<file path="src/rtl/mdu_pkg.sv">
// Shared types and constants for the iterative multiply/divide unit.
// The optional divider is controlled by the MDU_DIV_EN macro in the files that import this package.
package mdu_pkg;

   localparam int MDU_WIDTH = 32;
   localparam int MDU_ITERS = 32;

   typedef enum logic [1:0] {
      MDU_MULT  = 2'b00,
      MDU_MULTU = 2'b01,
      MDU_DIV   = 2'b10,
      MDU_DIVU  = 2'b11
   } mdu_op_t;

   typedef enum logic [1:0] {
      IDLE = 2'd0,
      CALC = 2'd1,
      FIX  = 2'd2
   } mdu_state_t;

   // Two's-complement negate of an operand-width word.
   function automatic logic [MDU_WIDTH-1:0] mdu_neg(input logic [MDU_WIDTH-1:0] v);
      return ~v + {{(MDU_WIDTH-1){1'b0}}, 1'b1};
   endfunction

endpackage

</file>
<file path="src/rtl/mul_div_unit_shift_core.sv">
// Shared 64-bit accumulator datapath for the multiply/divide unit.
// Multiply: acc = {partial, multiplier}; each step adds the multiplicand on
// acc[0] and shifts right.  Divide: acc = {remainder, dividend}; each step
// shifts left and performs one restoring subtract, shifting in a quotient bit.
module mdu_shift_core
   import mdu_pkg::*;
(
   input  logic                     CLK,
   input  logic                     RESET,
   input  logic                     init,
   input  logic                     step,
   input  logic                     is_div,
   input  logic [MDU_WIDTH-1:0]     a,
   input  logic [MDU_WIDTH-1:0]     b,
   output logic [2*MDU_WIDTH-1:0]   acc
);

   logic [2*MDU_WIDTH-1:0] acc_q;
   logic [2*MDU_WIDTH-1:0] acc_nxt;
   logic [MDU_WIDTH-1:0]   b_q;
   logic [MDU_WIDTH:0]     add_sum;
   logic [MDU_WIDTH:0]     rem_sh;
   logic [MDU_WIDTH+1:0]   trial;

   // One shift-add or shift-subtract step from the current accumulator.
   always_comb begin
      add_sum = {1'b0, acc_q[2*MDU_WIDTH-1:MDU_WIDTH]} + {1'b0, b_q};
      rem_sh  = acc_q[2*MDU_WIDTH-1:MDU_WIDTH-1];
      trial   = {1'b0, rem_sh} - {2'b00, b_q};
      acc_nxt = acc_q;
      if (is_div) begin
         if (trial[MDU_WIDTH+1])
            acc_nxt = {rem_sh[MDU_WIDTH-1:0], acc_q[MDU_WIDTH-2:0], 1'b0};
         else
            acc_nxt = {trial[MDU_WIDTH-1:0], acc_q[MDU_WIDTH-2:0], 1'b1};
      end else begin
         if (acc_q[0])
            acc_nxt = {add_sum, acc_q[MDU_WIDTH-1:1]};
         else
            acc_nxt = {1'b0, acc_q[2*MDU_WIDTH-1:1]};
      end
   end

   // Accumulator and second operand: load on init, advance on step.
   always_ff @(posedge CLK or posedge RESET) begin
      if (RESET) begin
         acc_q <= '0;
         b_q   <= '0;
      end else if (init) begin
         acc_q <= {{MDU_WIDTH{1'b0}}, a};
         b_q   <= b;
      end else if (step) begin
         acc_q <= acc_nxt;
      end
   end

   assign acc = acc_q;

endmodule

</file>
<file path="src/rtl/mul_div_unit.sv">
// Iterative MULT/MULTU/DIV/DIVU unit with architectural HI/LO registers.
// Configuration macro MDU_DIV_EN: defined keeps the divider; undefined removes
// it, and DIV/DIVU then complete in two cycles leaving HI/LO untouched.
//
// Handshake: Start is sampled on a rising CLK edge and accepted only while the
// FSM is IDLE (the Done cycle is IDLE, so back-to-back issue works). Busy is
// registered and high for the whole operation except the accepting cycle
// itself; Done is a one-cycle registered pulse in the cycle HI/LO first show
// the result. Busy and Done are never high together. MTHI/MTLO writes land
// only in IDLE with Start low; all other writes are dropped.
module mul_div_unit
   import mdu_pkg::*;
(
   input  logic                 CLK,
   input  logic                 RESET,
   input  logic                 Start,
   input  logic [1:0]           Op,
   input  logic [MDU_WIDTH-1:0] Src_A,
   input  logic [MDU_WIDTH-1:0] Src_B,
   input  logic                 HiWrite,
   input  logic                 LoWrite,
   input  logic [MDU_WIDTH-1:0] WData,
   output logic                 Busy,
   output logic                 Done,
   output logic [MDU_WIDTH-1:0] Hi,
   output logic [MDU_WIDTH-1:0] Lo,
   output mdu_state_t           state_dbg
);

   localparam logic [5:0] ITER_LAST = 6'(MDU_ITERS);

   mdu_state_t             state;
   mdu_state_t             state_n;
   logic [5:0]             cnt;
   mdu_op_t                op_q;
   logic                   neg_a_q;
   logic                   neg_b_q;
   logic                   start_ok;
   logic                   signed_op;
   logic [MDU_WIDTH-1:0]   abs_a;
   logic [MDU_WIDTH-1:0]   abs_b;
   logic                   core_step;
   logic                   core_is_div;
   logic [2*MDU_WIDTH-1:0] core_acc;
   logic [2*MDU_WIDTH-1:0] prod_fix;
   logic                   sign_diff;
   logic [MDU_WIDTH-1:0]   res_hi;
   logic [MDU_WIDTH-1:0]   res_lo;
`ifdef MDU_DIV_EN
   logic [MDU_WIDTH-1:0]   a_raw_q;
   logic                   div_zero_q;
`else
   logic                   fix_wait;
`endif

   assign start_ok  = Start && (state == IDLE);
   assign signed_op = ~Op[0];
   assign abs_a     = (signed_op && Src_A[MDU_WIDTH-1]) ? mdu_neg(Src_A) : Src_A;
   assign abs_b     = (signed_op && Src_B[MDU_WIDTH-1]) ? mdu_neg(Src_B) : Src_B;
   assign core_step = (state == CALC) && (cnt != ITER_LAST);
   assign state_dbg = state;
`ifdef MDU_DIV_EN
   assign core_is_div = op_q[1];
`else
   assign core_is_div = 1'b0;
`endif

   mdu_shift_core u_core (
      .CLK    (CLK),
      .RESET  (RESET),
      .init   (start_ok),
      .step   (core_step),
      .is_div (core_is_div),
      .a      (abs_a),
      .b      (abs_b),
      .acc    (core_acc)
   );

   // Next-state logic: IDLE -> CALC (32 steps plus a settle cycle) -> FIX -> IDLE.
   always_comb begin
      state_n = state;
      case (state)
         IDLE: begin
`ifdef MDU_DIV_EN
            if (Start) state_n = CALC;
`else
            if (Start) state_n = Op[1] ? FIX : CALC;
`endif
         end
         CALC: if (cnt == ITER_LAST) state_n = FIX;
         FIX: begin
`ifdef MDU_DIV_EN
            state_n = IDLE;
`else
            if (!fix_wait) state_n = IDLE;
`endif
         end
         default: state_n = IDLE;
      endcase
   end

   // Sign correction of the unsigned core result, plus divide-by-zero override.
   always_comb begin
      sign_diff = ~op_q[0] && (neg_a_q ^ neg_b_q);
      prod_fix  = sign_diff ? (~core_acc + 64'd1) : core_acc;
      res_hi    = prod_fix[2*MDU_WIDTH-1:MDU_WIDTH];
      res_lo    = prod_fix[MDU_WIDTH-1:0];
      if (op_q[1]) begin
`ifdef MDU_DIV_EN
         res_lo = sign_diff ? mdu_neg(core_acc[MDU_WIDTH-1:0]) : core_acc[MDU_WIDTH-1:0];
         res_hi = (~op_q[0] && neg_a_q) ? mdu_neg(core_acc[2*MDU_WIDTH-1:MDU_WIDTH])
                                        : core_acc[2*MDU_WIDTH-1:MDU_WIDTH];
         if (div_zero_q) begin
            res_hi = a_raw_q;
            res_lo = '1;
         end
`else
         res_hi = Hi;
         res_lo = Lo;
`endif
      end
   end

   // FSM, operand capture, status flags and the HI/LO registers.
   always_ff @(posedge CLK or posedge RESET) begin
      if (RESET) begin
         state   <= IDLE;
         cnt     <= '0;
         op_q    <= MDU_MULT;
         neg_a_q <= 1'b0;
         neg_b_q <= 1'b0;
         Busy    <= 1'b0;
         Done    <= 1'b0;
         Hi      <= '0;
         Lo      <= '0;
`ifdef MDU_DIV_EN
         a_raw_q    <= '0;
         div_zero_q <= 1'b0;
`else
         fix_wait <= 1'b0;
`endif
      end else begin
         state <= state_n;
         Busy  <= (state != IDLE) && (state_n != IDLE);
         Done  <= (state == FIX) && (state_n == IDLE);
         if (state == CALC) cnt <= cnt + 6'd1;
         if (start_ok) begin
            cnt     <= '0;
            op_q    <= mdu_op_t'(Op);
            neg_a_q <= signed_op & Src_A[MDU_WIDTH-1];
            neg_b_q <= signed_op & Src_B[MDU_WIDTH-1];
`ifdef MDU_DIV_EN
            a_raw_q    <= Src_A;
            div_zero_q <= (Src_B == '0);
`else
            fix_wait <= Op[1];
`endif
         end
`ifndef MDU_DIV_EN
         if (state == FIX) fix_wait <= 1'b0;
`endif
         if ((state == FIX) && (state_n == IDLE)) begin
            Hi <= res_hi;
            Lo <= res_lo;
         end else if ((state == IDLE) && !Start) begin
            if (HiWrite) Hi <= WData;
            if (LoWrite) Lo <= WData;
         end
      end
   end

endmodule

</file>
<file path="config.mk">
export PLATFORM = sky130hd
export DESIGN_NAME = mul_div_unit
export DESIGN_NICKNAME = d
export VERILOG_FILES = /design/src/rtl/mdu_pkg.sv /design/src/rtl/mul_div_unit_shift_core.sv /design/src/rtl/mul_div_unit.sv
export SDC_FILE = /design/constraint.sdc
export NUM_CORES = 1
export LEC_CHECK = 0
export ABC_AREA = 1
export CAP_MARGIN = 0
export CORE_ASPECT_RATIO = 0.7
export CORE_MARGIN = 2
export CORE_UTILIZATION = 45
export CTS_CLUSTER_SIZE = 14
export DETAILED_ROUTE_END_ITERATION = 8
export PLACE_DENSITY = 0.67
export SETUP_SLACK_MARGIN = 0.02
export SYNTH_ARGS = -nofsm -noshare
export SYNTH_HDL_FRONTEND = slang
export SYNTH_SLANG_ARGS = --single-unit
</file>
<file path="constraint.sdc">
create_clock -name CLK -period 13.9 [get_ports CLK]
set_input_delay 2.085 -clock CLK [delete_from_list [all_inputs] [get_ports CLK]]
set_output_delay 2.085 -clock CLK [all_outputs]
set_load 0.1 [all_outputs]
</file>
After elaboration in Yosys (flattened, before gate mapping)
Cells that the tools add are included.
W data, S select, Z words.
Word-level totals
  bits in registers: 175
  input bits: 103
Operators by class
  add/sub/neg operators: 5
  eq/ne operators: 5
  mux-type cells: 23
  bitwise logic cells: 8
  reductions and logical operators: 21
Operators by type and width (number)
  $mux W32: 10
  $mux W64: 4
  $add A32 B1 Y32 const B: 2
  $add A64 B1 Y64 const B: 1
  $not A32 Y32: 2
  $not A64 Y64: 1
  $add A32 B32 Y33: 1
  $reduce_bool A2 Y1: 8
  $mux W6: 2
  $logic_and A1 B1 Y1: 8
  $mux W2: 4
  $add A6 B1 Y6 const B: 1
  $eq A6 B6 Y1 const B: 1
  $ne A6 B6 Y1 const B: 1
  $pmux W2 S3: 1
  $reduce_and A3 Y1: 2
  $logic_not A2 Y1: 2
  $and A1 B1 Y1: 2
  $eq A2 B1 Y1 const B: 1
  $eq A2 B2 Y1 const B: 1
  $mux W1: 2
  $ne A2 B2 Y1 const B: 1
  $not A1 Y1: 2
  $logic_not A1 Y1: 1
  $xor A1 B1 Y1: 1

Logic depth before layout (Yosys ltp)
  depth in word-level cells: 7
  depth in mapped cells: 16

Hierarchy
A second synthesis with hierarchy kept.
Second synthesis, totals
  cells, all modules: 2914
  area total of the unflattened synthesis: 17154.0 sq um
Modules (own cells, without submodules)
  mdu_shift_core: instances 1, cells an instance 1650, area an instance 9820.7 sq um
  mul_div_unit: instances 1, cells an instance 1264, area an instance 7333.3 sq um

Least setup slack after synthesis
No wires, ideal clock.
  path kind: input to register
  start point: input port Start
  end point: register Hi[0]
  library setup time: 0.068 ns
  arrival: 3.327 ns
  required time: 13.832 ns
  path slack: 10.505 ns
  cell stages on the path: 12
  buffers on the path: 2
  cells stage by stage: inv_1 -> nor3_2 -> nand2_1 -> nand2_1 -> nor2_4 -> nand2_4 -> nand2_2 -> nand2_2 -> buf_4 -> buf_4 -> nand2_1 -> nand2_1
On the way
  word-level cells in the longest chain between the ends: 6
RTL lines
  start, declared: RTL line mul_div_unit.sv:16  | input logic Start,
  $mux W2 (*): RTL line mul_div_unit.sv:87  | if (Start) state_n = Op[1] ? FIX : CALC;
  $pmux W2 S3 (*): RTL line mul_div_unit.sv:82  | case (state)
  named net state_n[0]: RTL line mul_div_unit.sv:33  | mdu_state_t state_n;
  $logic_not A2 Y1 (*): RTL line mul_div_unit.sv:162  | if ((state == FIX) && (state_n == IDLE)) begin
  $logic_and A1 B1 Y1 (*): RTL line mul_div_unit.sv:162
  $ne A2 B2 Y1 (no line) / $reduce_bool A2 Y1 (equally long branches)
  $reduce_and A3 Y1 (no line)
  end signal, assigned: RTL line mul_div_unit.sv:163  | Hi <= res_hi;
  end signal, assigned: RTL line mul_div_unit.sv:166  | if (HiWrite) Hi <= WData;
  end, declared: RTL line mul_div_unit.sv:25  | output logic [MDU_WIDTH-1:0] Hi,
The timed path passes the listed nets; every way through them passes the cells marked *.
A chain may end at the register's enable or synchronous reset.

Worst setup path in the final report
  start point: input port Start
  end point: register Hi[10]
Same word-level chain as after synthesis.

==> run summary <==
total wire length = 54800 um
Die Ht = 151 um
reg2reg end = u_core.acc[25]$_DFFE_PP0P_
CTS Sinks = 175
Async S/R FF share, synth = 100%
Initial Util = 46.1%
crit path capture type = register
Seq/Total Area, Yosys = 31.4%
initial antenna violation count = 0
worst endpoint data arrival time = 5.48 ns
via-per-instance ratio = 5.52
DRT iter0 DRCs = 2062
IO Count = 171
Final Max Slew Viols = 0
leakage = 7.92 nW
Cells after Synth = 2278
Routed WL per cell = 19.3 um
Tmin final = 5.14 ns
commonest cells after routing, fill and taps aside = nand2_1, nor2_1, inv_1
CTS tree = built
RSZ-0062 raised after global routing = no
Vias = 15.6k
Hold Buf Count CTS = 0
crit-path leading delay family = simple AND/OR/NAND/NOR gates
Setup Fix Bufs, Post-CTS = 0
commonest non-fill, non-tap cell in the layout = nand2_1
critical path depth = 12
global-route wire length before repair = 82400 um
Crit Path Max Fanout = 34
RD Place Congestion = 1.03
Reg clk slew, reported paths = 0.07 ns
Routed Antenna Nets = 0
Max Clock Skew = 0.0138 ns
WP buf/inv = 3
CTS Buffer Depth = 2
CTS buffer count = 17
GRT Util Overall = 33.7%
DP HPWL = 43600 um
chip width = 214 um
power share of the combinational group = 65.8%
DRC = 0
yosys warns = 0
Post-Syn Area per Cell = 6.12 um^2
slew margin rel. = 14.7%
Yosys reg bits = 175
maximum number of pins on one net before global-route repair = 107
worst slew pin tran = 1.28 ns
Hold Path Sink = u_core.b_q[0]$_DFFE_PP0P_
P&R area growth vs syn = 18.5%
CP required = 14.24 ns
hold path depth = 2
vias in the first global route = 13.8k
status = complete, no violations
1st-pass router iterations = 6
Worst path max stage delay = 0.82 ns
Congestion Overflow GR = 0
Crit Path Category = in2reg
layout cells sized above 1 = 2.94%
pre-CTS worst setup slack = 8.37 ns
peak supply drop = 0.301 mV
count of final setup violators = 0
Placed Instances = 2798
Max-Cap Viols = 0
ANT cells = 0
Root Buffer = clkbuf_16
FP Rows = 53
number of I/O port buffers = 170
final worst slack = 8.76 ns
NumNets Final = 2546
PostCTS Resize Cnt = 0
R2R cell count = 10
reg-to-reg startpoint = cnt[0]$_DFFE_PP0P_
PD cells = 273 nW/um^2
P_int = 0.00181 W
Syn Nets = 2419
Fmax = 195 MHz
Die ar. = 32400 um^2
core area = 30200 um^2
Setup TNS = 0 ns
synthesized area = 13900 um^2
Switching Share = 59.9%
CP max-delay cell = nor3_4
type of the worst min-delay path = reg2reg
Clock Latency Late Sink = 0.47 ns
H-tree depth reported by CTS = 4
flop-to-flop setup slack = 10.00 ns
worst path cell trace = clkdlybuf4s50_1 > inv_1 > nor3_4 > nand2_1 > nand2_1 > nor2_4 > nand2_4 > nand2_2 > nand2_2 > inv_2 > nor2_1 > a21oi_1
Fin. Hold Viols = 0
clock group share of total power = 11.0%
Psw = 0.00270 W
Final Instance Count excl. Fillers = 2830
final worst-path cycle share = 37.0%
Worst Hold Launch = u_core.b_q[0]$_DFFE_PP0P_
Post-synth top flop = dfrtp_1
CP Launch Type = input pin
Reg power frac = 23.2%
Cell variety after synth = 42
Post-synth EDFFs = 0
logic make-up (layout without fill, tap and decap cells):
| group | Yosys count | in the layout | share of synthesized area (%) |
|---|---|---|---|
| and+or+nand+nor | 1367 | 1367 | 40.2 |
| buffers and inverters | 350 | 490 | 9.82 |
| AOI/OAI and AO/OA | 301 | 301 | 12.1 |
| DFF | 175 | 175 | 31.4 |
| xor gates and xnor gates | 47 | 47 | 2.95 |
| adders and majority gates | 38 | 38 | 3.47 |
worst max path at each step:
| stage | start | endpoint | slack (ns) |
|---|---|---|---|
| 5_1_grt | Start | Hi[29]$_DFFE_PP0P_ | 8.51 |
| 3_5_place_dp | Start | Hi[25]$_DFFE_PP0P_ | 8.37 |
| 4_1_cts | Start | Hi[28]$_DFFE_PP0P_ | 8.86 |
| 2_1_floorplan | RESET | Busy$_DFF_PP0_ | 7.07 |
| 6_report | Start | Hi[10]$_DFFE_PP0P_ | 8.76 |
| 3_3_place_gp | Start | Hi[7]$_DFFE_PP0P_ | 8.47 |
power by group through the flow:
stage	logic, W	registers (W)	clock network (W)
2_1_floorplan	0.00147	0.00159	0
3_3_place_gp	0.00289	0.00104	0
3_5_place_dp	0.00291	0.00104	0
4_1_cts	0.00292	0.00103	0.000501
5_1_grt	0.00321	0.00106	0.000520
6_report	0.00297	0.00105	0.000496
tightest hold or removal path, delay by kind of cell, from the launching register on:
kind / cells / cell delay, ns
flip-flops: 1 / 0.35
AO/OA/AOI/OAI: 1 / 0.06
AND/OR/NAND/NOR: 1 / 0.06
final cells by class:
class	instances	area, um^2
Fill cell	3169	13700
Sequential cell	175	4380
Timing Repair Buffer	179	1770
Clock buffer	17	425
Clock inverter	15	158
Multi-Input combinational cell	1753	8210
Tap cell	412	515
Inverter	279	1050
registers in the layout (all words and copies together) (netlist names):
name	count
op_q	2
Busy	1
Hi	32
neg_a_q	1
u_core.b_q	32
Lo	32
fix_wait	1
neg_b_q	1
Done	1
cnt	6
state_dbg	2
u_core.acc	64
layer usage:
layer	wire length, um	GRT usage (%)	up-vias
met1	27700	54.6	7272
met3	6080	8.45	48
met5	0	0	-
li1	-	-	7576
met2	20400	43.6	735
met4	619	6.56	0
stage by stage:
stage | hold slack (ns) | cell area (um^2) | power [W] | utilization [%]
detailed placement | 0.479 | 15900 | 0.00394 | 52.7
finish | 0.505 | 16500 | 0.00451 | 54.6
global placement | 0.468 | 15900 | 0.00393 | 52.7
global route | 0.527 | 16500 | 0.00479 | 54.6
floorplan | 0.453 | 13900 | 0.00305 | -
CTS | 0.498 | 16500 | 0.00445 | 54.6
synth_stat cells (2+ instances only):
master    instances  area share [%]
a21boi_0          3            0.16
nand4_1          19            0.85
a31oi_1          33             1.5
inv_1           272             7.3
nor2_1          327             8.8
xnor2_1           3            0.19
o21ai_1           3            0.11
ha_1             37             3.3
nor3b_1           2            0.11
nor3_1           31             1.1
o22ai_1          13            0.58
o21bai_1         10            0.54
nor2_4            2            0.16
buf_4             5            0.27
or2_2             5            0.22
and2_1            3            0.13
nand2_1         737              20
nor4_1            7            0.31
nand3b_1          4            0.22
xor2_1           44             2.8
nand3_1         217             7.8
a21oi_1          93             3.3
o21ai_0         118             4.2
nor2_2            5            0.22
o31ai_1           3            0.16
nand2_2           4            0.18
buf_1             5            0.13
inv_2             7            0.19
o211ai_1          7            0.38
dfrtp_1         175              31
buf_2            23            0.83
clkbuf_1         37             1.0
o221ai_1         15            0.94
Note: power is estimated with default switching activity, not from simulation.
